**src/rtl/main_fsm.sv**
```systemverilog
// rtl/main_fsm.sv - Sudoku game-control FSM; optional MAIN_FSM_ATTEMPT_LIMIT_EN caps failed checks
module main_fsm (
    input  logic       clka,
    input  logic       restart,
    input  logic       enter,
    input  logic       check,
    input  logic       solved,
    output logic       gen_rand_flag,
    output logic       set_board_flag,
    output logic       set_diff_flag,
    output logic       play_flag,
    output logic       check_flag,
    output logic       win_flag,
    output logic       try_again_flag,
    output logic [2:0] state
);

    typedef enum logic [2:0] {
        ST_IDLE      = 3'd0,
        ST_SET_DIFF  = 3'd1,
        ST_GEN_RAND  = 3'd2,
        ST_SET_BOARD = 3'd3,
        ST_PLAY      = 3'd4,
        ST_CHECK     = 3'd5,
        ST_WIN       = 3'd6,
        ST_TRY_AGAIN = 3'd7
    } state_t;

    state_t state_q, state_d;

`ifdef MAIN_FSM_ATTEMPT_LIMIT_EN
    logic [1:0] fail_cnt_q, fail_cnt_d;

    always_ff @(posedge clka or posedge restart) begin
        if (restart) fail_cnt_q <= 2'd0;
        else         fail_cnt_q <= fail_cnt_d;
    end
`endif

    always_ff @(posedge clka or posedge restart) begin
        if (restart) state_q <= ST_IDLE;
        else         state_q <= state_d;
    end

    always_comb begin
        state_d = state_q;
`ifdef MAIN_FSM_ATTEMPT_LIMIT_EN
        fail_cnt_d = fail_cnt_q;
`endif
        case (state_q)
            ST_IDLE:      if (enter) state_d = ST_SET_DIFF;
            ST_SET_DIFF:  if (enter) state_d = ST_GEN_RAND;
            ST_GEN_RAND:  state_d = ST_SET_BOARD;
            ST_SET_BOARD: begin
                if (enter) begin
                    state_d = ST_PLAY;
`ifdef MAIN_FSM_ATTEMPT_LIMIT_EN
                    fail_cnt_d = 2'd0;
`endif
                end
            end
            // enter in PLAY is a cell entry handled by the datapath
            ST_PLAY:      if (check) state_d = ST_CHECK;
            ST_CHECK: begin
                if (solved) begin
                    state_d = ST_WIN;
                end else begin
`ifdef MAIN_FSM_ATTEMPT_LIMIT_EN
                    if (fail_cnt_q == 2'd3) begin
                        state_d    = ST_IDLE;
                        fail_cnt_d = 2'd0;
                    end else begin
                        state_d    = ST_TRY_AGAIN;
                        fail_cnt_d = fail_cnt_q + 2'd1;
                    end
`else
                    state_d = ST_TRY_AGAIN;
`endif
                end
            end
            ST_WIN:       if (enter) state_d = ST_IDLE;
            ST_TRY_AGAIN: if (enter) state_d = ST_PLAY;
            default:      state_d = ST_IDLE;
        endcase
    end

    always_comb begin
        gen_rand_flag  = 1'b0;
        set_board_flag = 1'b0;
        set_diff_flag  = 1'b0;
        play_flag      = 1'b0;
        check_flag     = 1'b0;
        win_flag       = 1'b0;
        try_again_flag = 1'b0;
        case (state_q)
            ST_SET_DIFF:  set_diff_flag  = 1'b1;
            ST_GEN_RAND:  gen_rand_flag  = 1'b1;
            ST_SET_BOARD: set_board_flag = 1'b1;
            ST_PLAY:      play_flag      = 1'b1;
            ST_CHECK:     check_flag     = 1'b1;
            ST_WIN:       win_flag       = 1'b1;
            ST_TRY_AGAIN: try_again_flag = 1'b1;
            default:      ;
        endcase
    end

    assign state = state_q;

endmodule

```
**config.mk**
```make
export PLATFORM = sky130hd
export DESIGN_NAME = main_fsm
export DESIGN_NICKNAME = d
export VERILOG_FILES = /design/src/rtl/main_fsm.sv
export SDC_FILE = /design/constraint.sdc
export NUM_CORES = 1
export LEC_CHECK = 0
export CAP_MARGIN = 20
export CORE_AREA = 8 8 45 47
export CTS_CLUSTER_DIAMETER = 40
export CTS_CLUSTER_SIZE = 14
export DETAILED_ROUTE_END_ITERATION = 7
export DIE_AREA = 0 0 53 55
export PLACE_DENSITY = 0.5
export SLEW_MARGIN = 20
export SYNTH_ARGS = -nofsm -noshare
export SYNTH_HDL_FRONTEND = slang
export SYNTH_SLANG_ARGS = --single-unit
```
**constraint.sdc**
```tcl
create_clock -name clka -period 2.3 [get_ports clka]
set_input_delay 0.46 -clock clka [delete_from_list [all_inputs] [get_ports clka]]
set_output_delay 0.46 -clock clka [all_outputs]
set_load 0.05 [all_outputs]
```
-- Word-level counts from Yosys, hierarchy flattened
Index checks and enable logic that the tools add are counted.
W data, S select, Z words.
- logic and storage cells: 30
- bits in latches: 0
- bits in read-only memories: 0
- output and inout port bits: 10
- memories kept: 0
- input port bits: 5
- bits in writable memories: 0
- register bits after elaboration: 3
- divide/modulo/power cells: 0
- add/subtract/negate cells: 0
- equal/unequal tests: 12
- $mul: 0
- bitwise logic cells: 0
- order comparisons: 0
- reduce and logical (&&, ||, !) cells: 3
- mux-type cells: 14
- shift operators: 0
- operators by type and width (cell ; number):
    $pmux W3 S7 ; 1
    $mux W3 ; 5
    $eq A3 B3 Y1 const B ; 4
    $mux W1 ; 8
    $ne A2 B2 Y1 const B ; 4
    $eq A3 B2 Y1 const B ; 2
    $reduce_and A5 Y1 ; 1
    $eq A3 B1 Y1 const B ; 1
    $logic_not A3 Y1 ; 1
    $ne A2 B1 Y1 const B ; 1
    $reduce_or A2 Y1 ; 1

-- Logic depth before layout (Yosys ltp)
- depth after elaboration: 4
- gate-level depth with buffers: 4
- gate-level depth less buffers: 3

-- Worst setup path before layout
No wires, ideal clock.
- path type: reg2out
- from: register (tool-made name)
- to: output port play_flag
- data arrival time: 2.068 ns
- required time: 1.840 ns
- stages on the path, launching flop included: 3
- buffers on the path: 1
- path slack: -0.228 ns
- cells stage by stage: dfrtp_1 -> buf_2 -> nor3b_1
- RTL lines (item ; line ; RTL):
    end, declared ; 11 ; output logic play_flag,

==> results_dict.tcl <==
set metrics [dict create \
    fmax_mhz 480 \
    syn2layout_area_growth_pct 73.8 \
    postSynthAreaPerCell_sq_um 7.97 \
    utilization_pct 27.0 \
    root_buffer "clkbuf_4" \
    endpoint_kind "primary output" \
    place.gp.congestion 0.616 \
    fill_cells 160 \
    top_layer "met3" \
    htree_levels 1 \
    rrSetupSlack_ps 1150 \
    synth_seq_area_share_pct 34.9 \
    period_share_pct 90.6 \
    crit_family "buffers and inverters" \
    critPathArrivalTime_ps 1620 \
    synth.net_count 32 \
    reg2reg_to "state[0]" \
    drc 0 \
    dp.cells 55 \
    cp_slowest_cell "clkdlybuf4s50_1" \
    coreArea_sq_mm 0.00138 \
    wl_met2_um 272 \
    finalWirelength_um 612 \
    slew_headroom_pct 66.6 \
    antenna_found_initial 0 \
    num_vias 230 \
    place_area_sq_um 348 \
    pin_count 15 \
    synth_cell_types 17 \
    cts_tree "done" \
    slew_viol_final 0 \
    cp_num_buf_inv 1 \
    ys_seq_elements 3 \
    holdCritPathClass "input port to asynchronous set/reset pin" \
    grt_pass1_wl_um 993 \
    worst-slew-pin-transition_ps 499 \
    drt-met1-wl_um 253 \
    clk_path_buf_depth 2 \
    start_util_pct 15.6 \
    cp_max_fo 13 \
    cts.sinks 3 \
    clk_pin_slew_worst_paths_ps 40 \
    hold_buffers 0 \
    synthMuxAreaShare_pct 5.23 \
    wl_met3_um 86 \
    first_pass_iters 4 \
    setup_violations 0 \
    synth_compound_area_share_pct 16.3 \
    postCtsSetupBuffers 0 \
    status "complete, no violations" \
    yosysWarnings 0 \
    grt_max_degree 14 \
    rr_worst_depth 3 \
    yosys.area_share.simple_pct 35.5 \
    rsz0062_at_grt "false" \
    fin_worst_skew_ps 1.28 \
    worstSkewPairLatency_ps 230 \
    gr-total-overflow 0 \
    cts-buffers-inserted 3 \
    die-height_um 55 \
    grtUsageTotal_pct 4.76 \
    slowest_delay_ps 870 \
    drt_iter0_drc 4 \
    hold_viol_final 0 \
    r2r_start "state[1]" \
    stdcell_count 59 \
    num-nets-final 49 \
    synth_xor_area_share_pct 0 \
    drive_gt1_share_pct 30.2 \
    routedWlPerCell_um 10.4 \
    syn_area_sq_um 215 \
    ant_nets 0 \
    drv_cap 0 \
    path_cells "clkdlybuf4s50_1" \
    std_cell_rows 14 \
    die_w_um 53 \
    synth-adder-area-share_pct 0 \
    worst_setup_path_start_kind "flip-flop" \
    dpl.hpwl_um 475 \
    critical_path_class "flip-flop to primary output" \
    die_area_sq_mm 0.00292 \
    fin_crit_ps 2080 \
    antennaDiodeCount 0 \
    grt_pass1_vias 238 \
    synth_top_family_by_area "simple AND/OR/NAND/NOR gates" \
    cp.depth 1 \
    viasPerCell 3.90 \
    cts_resized 0 \
    critical_path_required_ps 1840 \
    cp-endpoint "state[2]" \
    io_buffers 14 \
    final_area_sq_um 374 \
    syn_inst 27 \
]
## cell type report
type                            instances  area (sq um)  share of cell area, %
Multi-Input combinational cell         20           123                   32.8
Sequential cell                         3          75.1                   20.1
Clock buffer                            4          26.3                   7.02
Tap cell                               16          20.0                   5.35
Timing Repair Buffer                   14           123                   32.8
Inverter                                2          7.51                   2.01
## cell families (layout without fill, tap and decap cells)
logic type	count (synthesis)	in the layout
and+or+nand+nor	14	14
AOI/OAI and AO/OA	5	5
muxes	1	1
DFF	3	3
buffers and inverters	4	20
## cells in the final DEF (no fill, tap or decap)
master           count
and2b_4              1
and3_1               1
nor3b_1              2
o21ai_0              2
nand2_1              5
clkbuf_1             1
clkdlybuf4s50_1      7
inv_2                1
nor2b_1              1
mux2_2               1
nor3_1               2
and2_1               1
a41o_1               1
nor2_1               1
dfrtp_1              3
buf_4                7
a211oi_1             1
clkbuf_4             3
a21o_1               1
inv_1                1
## worst min-delay path by stage
| stage | start | endpoint | slack (ps) |
|---|---|---|---|
| 5_1_grt | restart | state[1] | 400 |
| 3_5_place_dp | restart | state[1] | 630 |
| 4_1_cts | restart | state[1] | 400 |
| 6_report | restart | state[1] | 400 |
| 3_3_place_gp | restart | state[1] | 640 |
| 2_1_floorplan | restart | asynchronous set/reset pin | 210 |
## stage by stage
stage	hold WS (ps)	worst slack [ps]	setup TNS, ps
finish	400	216	0
global route	398	131	0
CTS	396	189	0
detailed placement	633	442	0
global placement	640	454	0
floorplan	214	-228	-519
## cell usage after synthesis
library cell | n | area [sq um]
a211oi_1 | 1 | 7.51
a21o_1 | 1 | 7.51
a41o_1 | 1 | 10.0
and2_1 | 1 | 6.26
and2b_4 | 1 | 10.0
and3_1 | 1 | 6.26
buf_2 | 2 | 10.0
dfrtp_1 | 3 | 75.1
inv_1 | 1 | 3.75
inv_2 | 1 | 3.75
mux2_2 | 1 | 11.3
nand2_1 | 5 | 18.8
nor2_1 | 1 | 3.75
nor2b_1 | 1 | 6.26
nor3_1 | 2 | 10.0
nor3b_1 | 2 | 15.0
o21ai_0 | 2 | 10.0
## layer usage
layer | vias to the layer above | GRT usage, %
met1 | 97 | 5.04
met3 | 0 | 3.48
met2 | 9 | 6.25
met5 | - | 0
li1 | 124 | -
met4 | 0 | 3.88
Power is left out: the tool's default activity adds up to more than one toggle a clock period on the data nets, which glitch-free logic cannot reach.
